<file path="src/rtl/credit_sender.sv">
// credit_sender: credit-based transmitter feeding a remote val/rdy queue over a
// registered link. Upstream is val/rdy; downstream sees only registered
// send_val/send_msg, throttled by a local credit counter that is preloaded to
// the remote queue depth and replenished by one-cycle credit_in pulses.
// A RUN/DRAIN/DONE FSM lets the owner flush: stop accepting, wait until every
// credit is back and the link is idle, then pulse flush_done.
//
// Optional build macro: CREDIT_SENDER_STATS_EN adds stall_cnt and sent_cnt.

module credit_sender #(
  parameter int unsigned WIDTH   = 8,
  parameter int unsigned CREDITS = 16,
  localparam int unsigned CNT_W  = $clog2(CREDITS + 1)
) (
  input  logic             clk,
  input  logic             reset,
  input  logic [WIDTH-1:0] recv_msg,
  input  logic             recv_val,
  output logic             recv_rdy,
  output logic [WIDTH-1:0] send_msg,
  output logic             send_val,
  input  logic             credit_in,
  input  logic             flush,
  output logic             flush_done,
  output logic [CNT_W-1:0] credit_cnt,
  output logic             credit_err
`ifdef CREDIT_SENDER_STATS_EN
  ,
  output logic [31:0]      stall_cnt,
  output logic [31:0]      sent_cnt
`endif
);

  localparam logic [CNT_W-1:0] CNT_FULL = CNT_W'(CREDITS);
  localparam logic [CNT_W-1:0] CNT_ONE  = CNT_W'(1);

  typedef enum logic [1:0] {
    ST_RUN   = 2'd0,
    ST_DRAIN = 2'd1,
    ST_DONE  = 2'd2
  } state_t;

  state_t           state;
  state_t           state_nxt;
  logic [CNT_W-1:0] cnt_nxt;
  logic             err_nxt;
  logic             send_val_nxt;
  logic [WIDTH-1:0] send_msg_nxt;
  logic             flush_done_nxt;
  logic             accept;
  logic             link_idle;

  // Ready is taken from the registered count, so a returned credit at zero
  // only opens the gate on the following cycle.
  assign recv_rdy  = (state == ST_RUN) && (credit_cnt != '0);
  assign accept    = recv_val && recv_rdy;
  assign link_idle = (credit_cnt == CNT_FULL) && !send_val;

  // Credit counter: simultaneous spend and return cancel; a return at full is an error.
  always_comb begin
    cnt_nxt = credit_cnt;
    err_nxt = credit_err;
    unique case ({accept, credit_in})
      2'b10: cnt_nxt = credit_cnt - CNT_ONE;
      2'b01: begin
        if (credit_cnt == CNT_FULL) begin
          err_nxt = 1'b1;
        end else begin
          cnt_nxt = credit_cnt + CNT_ONE;
        end
      end
      default: cnt_nxt = credit_cnt;
    endcase
  end

  // Next state and next registered outputs.
  always_comb begin
    state_nxt      = state;
    send_val_nxt   = accept;
    send_msg_nxt   = accept ? recv_msg : send_msg;
    flush_done_nxt = 1'b0;
    unique case (state)
      ST_RUN: begin
        if (flush) begin
          state_nxt = ST_DRAIN;
        end
      end
      ST_DRAIN: begin
        if (link_idle) begin
          state_nxt = ST_DONE;
        end
      end
      ST_DONE: begin
        state_nxt = ST_RUN;
      end
      default: begin
        state_nxt = ST_RUN;
      end
    endcase
    flush_done_nxt = (state_nxt == ST_DONE);
  end

  // State and output registers; reset drops any in-flight message.
  always_ff @(posedge clk or negedge reset) begin
    if (!reset) begin
      state      <= ST_RUN;
      credit_cnt <= CNT_FULL;
      credit_err <= 1'b0;
      send_val   <= 1'b0;
      send_msg   <= '0;
      flush_done <= 1'b0;
    end else begin
      state      <= state_nxt;
      credit_cnt <= cnt_nxt;
      credit_err <= err_nxt;
      send_val   <= send_val_nxt;
      send_msg   <= send_msg_nxt;
      flush_done <= flush_done_nxt;
    end
  end

`ifdef CREDIT_SENDER_STATS_EN
  logic stall;

  // A stall is upstream offering data in RUN while out of credits.
  assign stall = recv_val && !recv_rdy && (state == ST_RUN);

  // Free-running statistics counters, wrapping at 2^32.
  always_ff @(posedge clk or negedge reset) begin
    if (!reset) begin
      stall_cnt <= '0;
      sent_cnt  <= '0;
    end else begin
      if (stall) begin
        stall_cnt <= stall_cnt + 32'd1;
      end
      if (accept) begin
        sent_cnt <= sent_cnt + 32'd1;
      end
    end
  end
`endif

endmodule

</file>
<file path="config.mk">
export PLATFORM = sky130hd
export DESIGN_NAME = credit_sender
export DESIGN_NICKNAME = d
export VERILOG_FILES = /design/src/rtl/credit_sender.sv
export SDC_FILE = /design/constraint.sdc
export NUM_CORES = 1
export LEC_CHECK = 0
export CAP_MARGIN = 20
export CORE_MARGIN = 5
export CORE_UTILIZATION = 44
export DETAILED_ROUTE_END_ITERATION = 8
export GPL_TIMING_DRIVEN = 0
export HOLD_SLACK_MARGIN = 0.02
export PLACE_DENSITY = 0.78
export SETUP_SLACK_MARGIN = 0.3
export SYNTH_ARGS = -nofsm -noshare
export SYNTH_HDL_FRONTEND = slang
export SYNTH_SLANG_ARGS = --single-unit
</file>
<file path="constraint.sdc">
create_clock -name clk -period 4.4 [get_ports clk]
set_clock_uncertainty 0.1 [all_clocks]
set_input_delay 0.66 -clock clk [delete_from_list [all_inputs] [get_ports clk]]
set_output_delay 0.66 -clock clk [all_outputs]
set_load 0.1 [all_outputs]
</file>
# After elaboration in Yosys (flattened, before gate mapping)
# Index checks and enable logic that the tools add are counted.
# Widths: inputs -> output; s select.
[classes]
n_addsub = 2
mul = 0
div_mod_pow = 0
n_lt_le_gt_ge = 0
eq_ne = 6
shifts = 0
mux = 5
bitwise = 0
n_reduce_logical = 9
[ops]
columns = ["operator", "n"]
rows = [
  ["$pmux 5 s2", 1],
  ["$add 5x1->5 const B", 1],
  ["$eq 5x5->1 const B", 1],
  ["$mux 5", 1],
  ["$reduce_bool 5->1", 1],
  ["$sub 5x1->5 const B", 1],
  ["$eq 2x1->1 const B", 2],
  ["$eq 2x2->1 const B", 2],
  ["$mux 2", 2],
  ["$pmux 2 s2", 1],
  ["$reduce_and 2->1", 2],
  ["$logic_and 1x1->1", 3],
  ["$logic_not 2->1", 1],
  ["$ne 2x2->1 const B", 1],
  ["$reduce_bool 2->1", 1],
  ["$logic_not 1->1", 1],
]
[word_totals]
regBits = 18
latch_bits = 0
mem_bits_rw = 0
rom_bits = 0
in_bits = 13
mem_count = 0

# Logic depth before layout (Yosys ltp)
[depth]
word_depth = 6
ltp_mapped = 10

# Worst setup path before layout
# No wires, ideal clock.
[synth_timing]
kind = "register to output"
from = "reg credit_cnt[1]"
to = "out recv_rdy"
arrival_ns = 3.500
path_slack_ns = 0.140
stages_incl_launch_ff = 5
path_cell_list = "dfrtp_1 or4_1 buf_2 nor2_1 nor3_1"
[synth_between]
elab_chain_len = 2
[synth_lines]
columns = ["item", "line", "source"]
rows = [
  ["from (decl)", "25", "output logic [CNT_W-1:0] credit_cnt,"],
  ["from (signal assigned)", "114", "credit_cnt <= cnt_nxt;"],
  ["$reduce_bool 5->1", "55", "assign recv_rdy = (state == ST_RUN) && (credit_cnt != '0);"],
  ["$logic_and 1x1->1", "55", ""],
  ["to (decl)", "19", "output logic recv_rdy,"],
]
# No other way between the ends.

# Worst setup path after layout
[layout_timing]
from = "reg credit_cnt[1]"
to = "reg credit_cnt[4]"
[layout_between]
elab_chain_len = 6
word_cells_on_any_way = 13
cone_classes = "2 x add/sub; 4 x eq/ne; 2 x mux; 5 x reduce/logical"
[layout_lines]
columns = ["item"]
rows = [
  ["branches (longest 6 deep; another with $add 5x1->5)"],
]
# Several ways; the timed one is not identified. The select of a mux whose other input is x is not followed.
# A chain may end at the register's enable or synchronous reset.

==> results.toml <==
[status]
outcome = "finished clean"

[logic_synthesis]
synth_seq_cells = 18
synth_compound_area_share_pct = 11.31
yosysWarningCount = 0
avgSynthCellArea_um2 = 11.62
synth_edf_count = 0
synthSimpleGateAreaFrac_pct = 14.67
synth_top_family_by_area = "simple AND/OR/NAND/NOR gates"
synth_nets = 97
synthMuxAreaShare_pct = 13.06
synth_cells = 80
netlist_area_um2 = 929.6
yosysSeqAreaShare_pct = 48.59
synth_ff_type = "dfrtp_1"
async_flop_share_pct = 100.0
synthAdderAreaFrac_pct = 6.191
synthDistinctLibCells = 31
synthXorXnorAreaFrac_pct = 2.826

[cts]
cts_root_buffer = "clkbuf_4"
h-tree-depth = 1
cts_buffers = 3
clkLatencyLatePin_ns = 0.28
hold_buffers = 0
postCtsSetupRepairBufs = 0
clk_pin_slew_ns = 0.10
clock_sinks = 18
cts_tree = "built"
cts_resized = 0
cts_buffer_depth = 2

[routing]
drc = 0
drtIter0Drc = 18
firstDrtPassIters = 4
antenna_left = 0
vias = 746
wire_per_inst_um = 14.51
vias_per_cell = 5.367
totalWireLength_mm = 2.017

[placement]
gp_congestion = 0.8173
port_buffers = 28
dp_hpwl_mm = 1.557
post-place-ws_ns = 0.7433

[finish]
nets = 130
antenna_cells = 0
layout-drive-gt1-share_pct = 16.96
area_growth_pct = 37.15

[timing]
fin_tns_setup_ns = 0
setup_ws_ns = 0.7837
timing_hold_violations_final = 0
slew_headroom_pct = 34.47
max_freq_ghz = 0.2765
rsz0062_at_grt = "false"
tightest_slew_ns = 0.9799
slew_violations = 0
fin_crit_sh_pct = 82.19
setup_viol = 0
min_period_ns = 3.616

[grt]
grt_pass1_vias = 776
grt_usage_pct = 13.54
antenna_found_initial = 0
grt_max_degree = 19
grt.busiest_layer = "met2"
overflow = 0
grt_pass1_wl_mm = 3.408
use_met1_pct = 17.12
met3_usage_pct = 4.176
use_met2_pct = 21.37

[critical_path]
reg2reg_from = "credit_cnt[1]$_DFFE_PN0P_"
cp_top_family = "compound AO/OA/AOI/OAI gates"
slowest_delay_ns = 0.53
r2r_setup_slack_ns = 0.78
critPathSlowestCell = "or4_1"
worstPathArrival_ns = 3.73
critical_path.cell_chain = "or4_1 -> buf_2 -> o21ai_2 -> buf_4 -> nand2_1 -> fa_1 -> a21o_1 -> a21oi_1 -> mux2_2 -> a2111o_1"
cp_max_fo = 10
path_buf_inv = 2
r2r-end = "credit_cnt[4]$_DFFE_PN1P_"
crit_type = "reg2reg"
crit_required_ns = 4.51
startpoint_type = "flop"
r2r_cells = 10
cp-end-kind = "flop"

[floorplanning]
fp-row-count = 16
die_w_um = 55.97
io_pins = 30
die-height_um = 55.97
core_region_area_mm2 = 0.001982
initial_utilization_pct = 46.91
die_area_mm2 = 0.003132

[worst_hold_path]
hp-start = "send_val$_DFF_PN0_"
hold_class = "reg2reg"
hold_depth = 1
holdPathEnd = "state[1]$_DFF_PN0_"

[run]
drv_cap = 0
==> metal layers <==
metal	up-vias	share of wire, %
li1	359	-
met1	351	43
met3	4	8.7
met5	-	0
met4	0	1.9
met2	32	46
==> worst max-delay path by stage <==
stage,endpoint,cells after the start,startpoint,slack (ns)
floorplan,credit_cnt[4]$_DFFE_PN1P_,10,credit_cnt[1]$_DFFE_PN0P_,0.64
global placement,credit_cnt[4]$_DFFE_PN1P_,10,recv_val,0.83
detailed placement,credit_cnt[4]$_DFFE_PN1P_,10,recv_val,0.74
CTS,credit_cnt[4]$_DFFE_PN1P_,10,credit_cnt[1]$_DFFE_PN0P_,0.79
global route,credit_cnt[4]$_DFFE_PN1P_,10,credit_cnt[1]$_DFFE_PN0P_,0.56
finish,credit_cnt[4]$_DFFE_PN1P_,10,credit_cnt[1]$_DFFE_PN0P_,0.78
==> cell families after synthesis <==
logic type,after synthesis
multiplexers,11
buffers and inverters,7
flip-flops,18
AO/OA/AOI/OAI,14
AND/OR/NAND/NOR,23
XOR/XNOR,3
adder cells (fa/ha/maj),4
==> area by class of cell <==
cell class / count / area (um^2)
Timing Repair Buffer: 28 / 280.3
Clock buffer: 4 / 26.28
Tap cell: 27 / 33.78
Buffer: 4 / 20.02
Inverter: 3 / 11.26
Fill cell: 157 / 706.9
Multi-Input combinational cell: 55 / 451.7
Sequential cell: 18 / 451.7
==> cells in the mapped netlist, types with 2 or more instances <==
master / n / area share, %
a221o_1: 2 / 2.2
a21oi_1: 3 / 1.6
nor4b_1: 3 / 2.8
o21ai_0: 2 / 1.1
xor2_1: 2 / 1.9
clkbuf_1: 2 / 0.81
mux2i_1: 2 / 2.2
nor4_1: 2 / 1.3
a21o_1: 2 / 1.6
nor2_1: 5 / 2.0
dfrtp_1: 17 / 46
nor3_1: 4 / 2.2
inv_1: 3 / 1.2
mux2_2: 9 / 11
ha_1: 3 / 4.0
nand2_1: 4 / 1.6
==> registers in the layout, summed over array words and instances (netlist names) <==
signal and cells:
credit_cnt 5, flush_done 1, send_msg 8, send_val 1, state 2, credit_err 1
==> worst register-to-register path: cells and delay by family, from the launching register on <==
kind / cells / cell delay, ns
AO/OA/AOI/OAI: 4 / 1.07
AND/OR/NAND/NOR: 2 / 0.68
multiplexers: 1 / 0.38
adder cells (fa/ha/maj): 1 / 0.44
buffers and inverters: 2 / 0.40
flip-flops: 1 / 0.47
==> layout by cell type, fill, tap and decap left out, types with 3 or more instances in the layout <==
cell type,n
ha_1,3
dfrtp_1,17
nor2_1,5
nor3_1,3
clkbuf_4,3
mux2_2,9
clkdlybuf4s50_1,28
a21oi_1,3
nor4b_1,3
nand2_1,4
clkbuf_1,3
inv_1,3
==> metrics by stage <==
stage               hold WS (ns)  instances  area, um^2  utilization [%]
floorplan                 0.2644         80       934.6                -
global placement          0.3568        135        1249            63.01
detailed placement        0.3681        135        1249            63.01
CTS                       0.3895        139        1275            64.33
global route              0.4193        139        1275            64.33
finish                    0.3913        139        1275            64.33
Power is not shown: default switching activity piles up to over one toggle a cycle in this logic, so the estimate is an artifact.
